**src/rtl/neuron_seq_ctrl_if.sv**
```systemverilog
// Job / RAM / neuron / result signal bundle for neuron_seq_ctrl.
// master: scheduler + RAMs + neuron side; slave: the sequencer itself.
interface neuron_seq_ctrl_if #(
    parameter int unsigned BITWIDTH = 32,
    parameter int unsigned ADDR_W   = 10,
    parameter int unsigned LEN_W    = 11
);
    logic                start;
    logic                abort;
    logic [LEN_W-1:0]    len;
    logic [ADDR_W-1:0]   w_base;
    logic [ADDR_W-1:0]   d_base;
    logic                busy;
    logic                rd_en;
    logic [ADDR_W-1:0]   w_addr;
    logic [ADDR_W-1:0]   d_addr;
    logic                mac_clear;
    logic                mac_en;
    logic [BITWIDTH-1:0] accum_in;
    logic [BITWIDTH-1:0] result;
    logic                result_valid;
    logic                result_ready;

    modport master (
        output start, abort, len, w_base, d_base, accum_in, result_ready,
        input  busy, rd_en, w_addr, d_addr, mac_clear, mac_en, result, result_valid
    );

    modport slave (
        input  start, abort, len, w_base, d_base, accum_in, result_ready,
        output busy, rd_en, w_addr, d_addr, mac_clear, mac_en, result, result_valid
    );
endinterface

```
**src/rtl/neuron_seq_ctrl.sv**
```systemverilog
// Sequencer for one FP32 MAC neuron: clears the neuron, streams weight/data RAM
// reads (1-cycle read latency), pulses mac_en aligned to returned operands, then
// captures the accumulator and offers it on a valid/ready output.
// Optional build macro NEURON_SEQ_CTRL_RELU_EN: negative-signed accumulators are
// captured as +0.0.
// All outputs are registered; a job started in cycle T shows result_valid at
// T+len+4 for every len, including len=0.
module neuron_seq_ctrl #(
    parameter int unsigned BITWIDTH = 32,
    parameter int unsigned ADDR_W   = 10,
    parameter int unsigned LEN_W    = 11
) (
    input  logic                 clk,
    input  logic                 rst_n,
    neuron_seq_ctrl_if.slave     bus_io
);

    typedef enum logic [2:0] {
        StIdle,
        StClr,
        StRun,
        StDrain,
        StCap,
        StOut
    } state_e;

    state_e              state_q, state_d;
    logic [LEN_W-1:0]    len_q, len_d;
    logic [LEN_W-1:0]    cnt_q, cnt_d;
    logic [ADDR_W-1:0]   w_addr_q, w_addr_d;
    logic [ADDR_W-1:0]   d_addr_q, d_addr_d;
    logic                busy_q, busy_d;
    logic                rd_en_q, rd_en_d;
    logic                mac_clear_q, mac_clear_d;
    logic                mac_en_q, mac_en_d;
    logic [BITWIDTH-1:0] result_q, result_d;
    logic                result_valid_q, result_valid_d;
    logic [BITWIDTH-1:0] cap_val;

    // Value stored in CAP; a zero-length job always yields +0.0.
    always_comb begin
        cap_val = bus_io.accum_in;
`ifdef NEURON_SEQ_CTRL_RELU_EN
        if (bus_io.accum_in[BITWIDTH-1]) begin
            cap_val = '0;
        end
`endif
        if (len_q == '0) begin
            cap_val = '0;
        end
    end

    // Next-state and registered-output logic.
    always_comb begin
        state_d        = state_q;
        len_d          = len_q;
        cnt_d          = cnt_q;
        w_addr_d       = w_addr_q;
        d_addr_d       = d_addr_q;
        rd_en_d        = 1'b0;
        mac_clear_d    = 1'b0;
        // mac_en is rd_en delayed one stage: operands return a cycle after the read.
        mac_en_d       = rd_en_q;
        result_d       = result_q;
        result_valid_d = result_valid_q;

        unique case (state_q)
            StIdle: begin
                if (bus_io.start) begin
                    len_d       = bus_io.len;
                    w_addr_d    = bus_io.w_base;
                    d_addr_d    = bus_io.d_base;
                    mac_clear_d = 1'b1;
                    state_d     = StClr;
                end
            end
            StClr: begin
                cnt_d = '0;
                if (len_q == '0) begin
                    // Skip RUN but keep DRAIN so latency stays len+4.
                    state_d = StDrain;
                end else begin
                    rd_en_d = 1'b1;
                    state_d = StRun;
                end
            end
            StRun: begin
                if (cnt_q == len_q - LEN_W'(1)) begin
                    state_d = StDrain;
                end else begin
                    cnt_d    = cnt_q + LEN_W'(1);
                    w_addr_d = w_addr_q + ADDR_W'(1);
                    d_addr_d = d_addr_q + ADDR_W'(1);
                    rd_en_d  = 1'b1;
                end
            end
            StDrain: begin
                state_d = StCap;
            end
            StCap: begin
                result_d       = cap_val;
                result_valid_d = 1'b1;
                state_d        = StOut;
            end
            StOut: begin
                if (bus_io.result_ready) begin
                    result_valid_d = 1'b0;
                    state_d        = StIdle;
                end
            end
            default: begin
                state_d = StIdle;
            end
        endcase

        // Abort wins over everything, including result_ready.
        if (bus_io.abort && (state_q != StIdle)) begin
            state_d        = StIdle;
            rd_en_d        = 1'b0;
            mac_en_d       = 1'b0;
            result_valid_d = 1'b0;
            // Leave the neuron clean after a cancelled accumulation.
            mac_clear_d    = (state_q != StOut);
        end

        busy_d = (state_d != StIdle);
    end

    // State and output registers.
    always_ff @(posedge clk or negedge rst_n) begin
        if (!rst_n) begin
            state_q        <= StIdle;
            len_q          <= '0;
            cnt_q          <= '0;
            w_addr_q       <= '0;
            d_addr_q       <= '0;
            busy_q         <= 1'b0;
            rd_en_q        <= 1'b0;
            mac_clear_q    <= 1'b0;
            mac_en_q       <= 1'b0;
            result_q       <= '0;
            result_valid_q <= 1'b0;
        end else begin
            state_q        <= state_d;
            len_q          <= len_d;
            cnt_q          <= cnt_d;
            w_addr_q       <= w_addr_d;
            d_addr_q       <= d_addr_d;
            busy_q         <= busy_d;
            rd_en_q        <= rd_en_d;
            mac_clear_q    <= mac_clear_d;
            mac_en_q       <= mac_en_d;
            result_q       <= result_d;
            result_valid_q <= result_valid_d;
        end
    end

    assign bus_io.busy         = busy_q;
    assign bus_io.rd_en        = rd_en_q;
    assign bus_io.w_addr       = w_addr_q;
    assign bus_io.d_addr       = d_addr_q;
    assign bus_io.mac_clear    = mac_clear_q;
    assign bus_io.mac_en       = mac_en_q;
    assign bus_io.result       = result_q;
    assign bus_io.result_valid = result_valid_q;

endmodule

```
**src/flat_wrapper.sv**
```systemverilog
// flat-port wrapper written by rule: the top's interface ports become plain ports
module neuron_seq_ctrl_flat 
#(
    parameter int unsigned BITWIDTH = 32,
    parameter int unsigned ADDR_W   = 10,
    parameter int unsigned LEN_W    = 11
)
  (clk, rst_n, bus_io_start, bus_io_abort, bus_io_len, bus_io_w_base, bus_io_d_base, bus_io_accum_in, bus_io_result_ready, bus_io_busy, bus_io_rd_en, bus_io_w_addr, bus_io_d_addr, bus_io_mac_clear, bus_io_mac_en, bus_io_result, bus_io_result_valid);
  neuron_seq_ctrl_if #(.BITWIDTH(BITWIDTH), .ADDR_W(ADDR_W), .LEN_W(LEN_W)) bus_io_i ();
  input  logic clk;
  input  logic rst_n;
  input wire logic [$bits(bus_io_i.start)-1:0] bus_io_start;
  input wire logic [$bits(bus_io_i.abort)-1:0] bus_io_abort;
  input wire logic [$bits(bus_io_i.len)-1:0] bus_io_len;
  input wire logic [$bits(bus_io_i.w_base)-1:0] bus_io_w_base;
  input wire logic [$bits(bus_io_i.d_base)-1:0] bus_io_d_base;
  input wire logic [$bits(bus_io_i.accum_in)-1:0] bus_io_accum_in;
  input wire logic [$bits(bus_io_i.result_ready)-1:0] bus_io_result_ready;
  output wire logic [$bits(bus_io_i.busy)-1:0] bus_io_busy;
  output wire logic [$bits(bus_io_i.rd_en)-1:0] bus_io_rd_en;
  output wire logic [$bits(bus_io_i.w_addr)-1:0] bus_io_w_addr;
  output wire logic [$bits(bus_io_i.d_addr)-1:0] bus_io_d_addr;
  output wire logic [$bits(bus_io_i.mac_clear)-1:0] bus_io_mac_clear;
  output wire logic [$bits(bus_io_i.mac_en)-1:0] bus_io_mac_en;
  output wire logic [$bits(bus_io_i.result)-1:0] bus_io_result;
  output wire logic [$bits(bus_io_i.result_valid)-1:0] bus_io_result_valid;
  assign bus_io_i.start = bus_io_start;
  assign bus_io_i.abort = bus_io_abort;
  assign bus_io_i.len = bus_io_len;
  assign bus_io_i.w_base = bus_io_w_base;
  assign bus_io_i.d_base = bus_io_d_base;
  assign bus_io_i.accum_in = bus_io_accum_in;
  assign bus_io_i.result_ready = bus_io_result_ready;
  assign bus_io_busy = bus_io_i.busy;
  assign bus_io_rd_en = bus_io_i.rd_en;
  assign bus_io_w_addr = bus_io_i.w_addr;
  assign bus_io_d_addr = bus_io_i.d_addr;
  assign bus_io_mac_clear = bus_io_i.mac_clear;
  assign bus_io_mac_en = bus_io_i.mac_en;
  assign bus_io_result = bus_io_i.result;
  assign bus_io_result_valid = bus_io_i.result_valid;
  neuron_seq_ctrl #(.BITWIDTH(BITWIDTH), .ADDR_W(ADDR_W), .LEN_W(LEN_W)) u_core (.clk(clk), .rst_n(rst_n), .bus_io(bus_io_i));
endmodule
```
**config.mk**
```make
export PLATFORM = sky130hd
export DESIGN_NAME = neuron_seq_ctrl_flat
export DESIGN_NICKNAME = d
export VERILOG_FILES = /design/src/rtl/neuron_seq_ctrl_if.sv /design/src/rtl/neuron_seq_ctrl.sv /design/src/flat_wrapper.sv
export SDC_FILE = /design/constraint.sdc
export NUM_CORES = 1
export LEC_CHECK = 0
export ABC_AREA = 0
export BUFFER_PORTS_ARGS = -buffer_cell sky130_fd_sc_hd__buf_2
export CORE_UTILIZATION = 55
export CTS_CLUSTER_DIAMETER = 120
export DETAILED_ROUTE_END_ITERATION = 16
export MAX_ROUTING_LAYER = met4
export PLACE_DENSITY = 0.82
export SETUP_SLACK_MARGIN = 0.15
export SLEW_MARGIN = 20
export SYNTH_ARGS = -nofsm -noshare
export SYNTH_HDL_FRONTEND = slang
export SYNTH_SLANG_ARGS = --single-unit
```
**constraint.sdc**
```tcl
create_clock -name clk -period 8.1 [get_ports clk]
set_clock_uncertainty 0.15 [all_clocks]
set_input_delay 0.405 -clock clk [delete_from_list [all_inputs] [get_ports clk]]
set_output_delay 0.405 -clock clk [all_outputs]
set_load 0.01 [all_outputs]
```
Yosys cells after proc, flatten, opt, wreduce, memory -nomap -nowiden
Index checks and enable logic that the tools add are counted.
{"block": "totals", "reg_bits": 82, "in_bits": 68, "out_inout_bits": 57, "elab_cells": 63}
{"block": "classes", "add_sub_neg": 4, "n_eq_ne": 10, "n_mux": 26, "reduce_logical": 12}
{"operator": "2-to-1 mux 10 bit", "count": 4}
{"operator": "case mux 10 bit (2 select lines)", "count": 2}
{"operator": "2-to-1 mux 32 bit", "count": 1}
{"operator": "case mux 11 bit (2 select lines)", "count": 1}
{"operator": "adder 10 x 1 -> 10 bit, second input constant", "count": 2}
{"operator": "case mux 3 bit (6 select lines)", "count": 1}
{"operator": "2-to-1 mux 3 bit", "count": 4}
{"operator": "adder 11 x 1 -> 11 bit, second input constant", "count": 1}
{"operator": "equality test 11 bit", "count": 1}
{"operator": "logical NOT 11 bit", "count": 1}
{"operator": "2-to-1 mux 11 bit", "count": 1}
{"operator": "subtractor 11 x 1 -> 11 bit, second input constant", "count": 1}
{"operator": "2-to-1 mux 1 bit", "count": 10}
{"operator": "nonzero test 3 bit", "count": 3}
{"operator": "equality test 3 x 2 -> 1 bit, second input constant", "count": 2}
{"operator": "equality test 3 bit, second input constant", "count": 2}
{"operator": "AND reduction 2 bit", "count": 3}
{"operator": "!= test 2 bit, second input constant", "count": 2}
{"operator": "case mux 1 bit (2 select lines)", "count": 2}
{"operator": "nonzero test 2 bit", "count": 2}
{"operator": "equality test 3 x 1 -> 1 bit, second input constant", "count": 1}
{"operator": "logical NOT 3 bit", "count": 1}
{"operator": "!= test 3 x 2 -> 1 bit, second input constant", "count": 1}
{"operator": "!= test 3 bit, second input constant", "count": 1}
{"operator": "2 further kinds", "count": 2}

Depth between registers and ports, before layout
{"block": "logic_depth", "ltp_word": 6, "depth_mapped": 11, "depth_no_buf": 9}

Worst setup path before layout
OpenSTA, ideal clock, no wires.
{"block": "synth_path", "kind": "reg2reg", "start": "register u_core.len_q[2]", "end": "register u_core.d_addr_q[2], in the netlist u_core.bus_io.d_addr[2]", "setup_ns": 0.123, "arrival_ns": 2.594, "slack_ns": 5.233, "stages_incl_launch_ff": 10, "period_less_slack_ns": 2.867, "path_cell_list": "dfrtp_1 buf_6 nor4_4 nand2_1 xnor2_1 or4_4 o31ai_4 nand2_2 buf_6 o221a_1"}
{"block": "synth_via", "elab_chain_len": 4}
{"item": "from (decl)", "line": "neuron_seq_ctrl.sv:28", "text": "logic [LEN_W-1:0] len_q, len_d;"}
{"item": "from (signal assigned)", "line": "neuron_seq_ctrl.sv:145", "text": "len_q <= len_d;"}
{"item": "subtractor 11 x 1 -> 11 bit", "line": "neuron_seq_ctrl.sv:88", "text": "if (cnt_q == len_q - LEN_W'(1)) begin"}
{"item": "equality test 11 bit", "line": "neuron_seq_ctrl.sv:88"}
{"item": "!= test 2 bit (no line)"}
{"item": "AND reduction 3 bit (no line)"}
{"item": "to (signal assigned)", "line": "neuron_seq_ctrl.sv:148", "text": "d_addr_q <= d_addr_d;"}
{"item": "to (decl)", "line": "neuron_seq_ctrl.sv:31", "text": "logic [ADDR_W-1:0] d_addr_q, d_addr_d;"}
Every way passes these cells.
A chain may end at the register's enable or synchronous reset.

Final worst setup path
{"block": "layout_path", "start": "register u_core.len_q[2]", "end": "register u_core.w_addr_q[2], in the netlist u_core.bus_io.w_addr[2]"}
{"block": "layout_via", "elab_chain_len": 4}
{"item": "subtractor 11 x 1 -> 11 bit", "line": "neuron_seq_ctrl.sv:88"}
{"item": "equality test 11 bit", "line": "neuron_seq_ctrl.sv:88"}
{"item": "!= test 2 bit (no line)"}
{"item": "AND reduction 3 bit (no line)"}
{"item": "to (signal assigned)", "line": "neuron_seq_ctrl.sv:147", "text": "w_addr_q <= w_addr_d;"}
{"item": "to (decl)", "line": "neuron_seq_ctrl.sv:30", "text": "logic [ADDR_W-1:0] w_addr_q, w_addr_d;"}
Every way passes these cells.

==> results by group <==
Status
  • Status: complete, but fails checks
  • Failing checks: hold timing

Floorplanning
  • Die height: 90.50 um
  • Initial Util: 0.5815
  • Area of the core: between 0.007 and 0.008 mm^2
  • Placement Rows: 31
  • Die area: a little over 0.008 mm^2
  • I/O pin cnt: approximately 130
  • Die width: around 90 um

Placed design
  • Post-DP HPWL: 7449 um
  • Placer Congestion: 0.8359
  • Worst slack at placement: roughly 4.5 ns
  • # port buffers: around 120

Run
  • Max-Cap Viols: 0

STA
  • Finish-stage setup viols: 0
  • Slew HR: 0.3669
  • Worst Hold Margin: -0.07801 ns
  • Fin. max-slew vios: 0
  • Final hold vios: around 80
  • Worst setup margin: approximately 4.5 ns
  • Tcrit/Tclk final: 0.4474
  • Worst-margin pin slew: 0.9497 ns
  • Max Clk Rate: 275.9 MHz
  • Minimum clock period: 3.624 ns
  • Setup TNS: 0 ns
  • RSZ-0062 raised after global routing: false

CTS
  • Clock tree buffer depth: 2
  • H-tree depth: 3
  • Cts hold-fix bufs: 0
  • Worst-Skew Late Latency: 0.35 ns
  • CTS tree: done
  • Post-CTS Setup Inserts: 0
  • TritonCTS Buffers: 9
  • Post-cts resize count: 0
  • Sink Count: 82
  • Root Buffer: clkbuf_8
  • Clock-pin slew of the registers on the worst-case setup and hold paths: about 0.08 ns

Yosys
  • Syn avg cell area: 8.993 um^2
  • Seq cells post-synth: 82
  • Top FF cell, synth: dfrtp_1
  • Register area share after synthesis: 0.4763
  • Synth unique cells: 60
  • Mapped Cells: 479
  • Post-Syn Area: about 0.0043 mm^2
  • Post-synth EDFFs: 0
  • Syn nets: 551
  • Largest area contributor in the netlist: dfrtp_1
  • Post-synth top area share: 0.4763
  • Synth top area cells: dfrtp_1 (48%), nand2_1 (9.9%), o21ai_0 (5.1%)
  • Yosys warns: 0
  • FFs w/ async S/R, synth: 1.000

Layout
  • # diodes: 0
  • Most frequent cells in the layout: buf_2 (123), nand2_1 (114), dfrtp_1 (82)
  • Share of layout cells above drive strength 1: 0.2670
  • Nets: about 660
  • Commonest non-fill, non-tap cell in the layout: buf_2
  • Fillers: 624
  • Area Growth Syn to Fin: 19.29%
  • FF/Latch Area: 0.002052 mm^2
  • Multi-input logic area: 0.002092 mm^2

Power and ir drop
  • Seq pwr share: 0.397
  • NetSw: ~830 uW
  • Comb pwr share: 0.447
  • Max VDD drop: ~0.2 mV
  • Switching part of the total: 0.4297
  • Pleak: ~0.0025 uW
  • Power Dens Cells: 376.1 mW/mm^2
  • Power, Total: 1933 uW
  • Clock power frac: 0.156
  • P_int: 1102 uW

GRT
  • Met1 usage: 0.3699
  • Met2 usage: 0.4438
  • Busiest metal layer after global routing: met2
  • Vias in the first global route: about 3.8k
  • Largest net degree at the start of global routing: 83
  • Congestion Overflow GR: 0
  • Met3 usage: 0.03367
  • GRT Util Overall: 0.2790
  • First-pass GRT wire length: 17940 um
  • Initial antenna violation count: 0

Setup path
  • Crit-path max FO: 16
  • CP Capture Type: flip-flop
  • WS Path Type: reg -> reg
  • Crit path arrival time: 3.71 ns
  • CP required: 8.19 ns
  • Worst setup SP type: flip-flop

Routing
  • Iteration-0 DRC Markers: about 180
  • Via density: 5.854
  • Via count: 4022
  • DRC Markers: 0
  • WL per Instance: 15.23 um
  • Final WL: 10460 um
  • Post-route ant nets: 0
  • TritonRoute pass-1 iters: 5

Min path
  • HP Class: in -> async
==> metal layers <==
layer / wire length [um] / vias to the layer above / part of all wire
li1: - / 1912 / -
met1: 4590 / 1941 / 0.44
met2: 5107 / 156 / 0.49
met3: 594 / 13 / 0.057
met4: 170 / 0 / 0.016
met5: 0 / - / 0
==> through the flow <==
| stage | cell area (um^2) | hold slack [ns] | utilization | instances |
|---|---|---|---|---|
| after floorplan | 4308 | -0.04059 | - | 479 |
| final | 5139 | -0.07801 | 0.6936 | 687 |
| after detailed placement | 4931 | 0.3191 | 0.6656 | 672 |
| after global routing | 5139 | 0.006059 | 0.6936 | 687 |
| after global placement | 4931 | 0.3074 | 0.6656 | 672 |
| after CTS | 5134 | 0.09121 | 0.6930 | 687 |
==> power groups by stage <==
stage | sequential (uW) | clock, uW | combinational [uW]
after floorplan | 794 | 0 | 543
after global routing | 794 | 324 | 966
after global placement | 756 | 0 | 840
after CTS | 763 | 306 | 869
after detailed placement | 771 | 0 | 863
final | 766 | 302 | 864
==> final timing paths <==
| kind | from | endpoint | slack (ns) | depth (start not counted) |
|---|---|---|---|---|
| worst min register to register | u_core.bus_io.result[22]$_DFFE_PN0P_ | u_core.bus_io.result[22]$_DFFE_PN0P_ | 0.33 | 2 |
| worst min-delay path | rst_n | u_core.bus_io.result[10]$_DFFE_PN0P_ | -0.08 | 1 |
| worst max-delay path | u_core.len_q[2]$_DFFE_PN0P_ | u_core.bus_io.w_addr[2]$_DFFE_PN0P_ | 4.48 | 7 |
| worst max register to register | u_core.len_q[2]$_DFFE_PN0P_ | u_core.bus_io.w_addr[2]$_DFFE_PN0P_ | 4.48 | 7 |
| max in group asynchronous | rst_n | u_core.len_q[8]$_DFFE_PN0P_ | 7.36 | 1 |
| min in group clk | bus_io_len[9] | u_core.len_q[9]$_DFFE_PN0P_ | 0.10 | 3 |
==> state kept, by name (all words and copies together) (netlist names) <==
| name | flops |
|---|---|
| u_core.bus_io.busy | 1 |
| u_core.bus_io.d_addr | 10 |
| u_core.bus_io.mac_clear | 1 |
| u_core.bus_io.mac_en | 1 |
| u_core.bus_io.rd_en | 1 |
| u_core.bus_io.result | 32 |
| u_core.bus_io.result_valid | 1 |
| u_core.bus_io.w_addr | 10 |
| u_core.cnt_q | 11 |
| u_core.len_q | 11 |
| u_core.state_q | 3 |
==> cell families after synthesis <==
family                   Yosys count  share of synthesized area
AO/OA/AOI/OAI                    120                     0.1920
buffers and inverters             40                    0.04008
flip-flops                        82                     0.4763
XOR/XNOR                          17                    0.03456
adder cells (fa/ha/maj)            4                    0.01162
multiplexers                       7                    0.01656
AND/OR/NAND/NOR                  209                     0.2289
==> layout make-up <==
class                           count  area share
Multi-Input combinational cell    357      0.4071
Sequential cell                    82      0.3993
Timing Repair Buffer              125      0.1234
Clock buffer                       11     0.02946
Tap cell                           99     0.02411
Clock inverter                      4    0.009983
Inverter                            9    0.006574
==> critical path, stage by stage, from the launching register on <==
cell	delay, ns
dfrtp_1	0.48
nor4_4	0.58
nand2_1	0.16
xnor2_1	0.20
or4_4	0.59
o31ai_4	0.67
nand2_2	0.32
o221a_2	0.37
==> cell usage after synthesis (3+ instances only) <==
cell type	instances
a211o_1	3
a211oi_1	5
a21oi_1	15
a311oi_1	6
a31o_2	3
a31oi_1	3
and2_1	5
and3_1	6
clkbuf_1	26
dfrtp_1	82
ha_1	4
inv_1	9
mux2i_1	6
nand2_1	114
nand2b_1	5
nand3_1	13
nand4_1	10
nor2_1	22
nor2b_1	5
nor3_1	8
nor3b_1	3
o21a_1	6
o21ai_0	44
o22ai_1	3
o31ai_1	6
o32ai_1	4
or3_1	4
or4_1	3
xnor2_1	10
xor2_1	7
(Power assumes the default switching activity.)
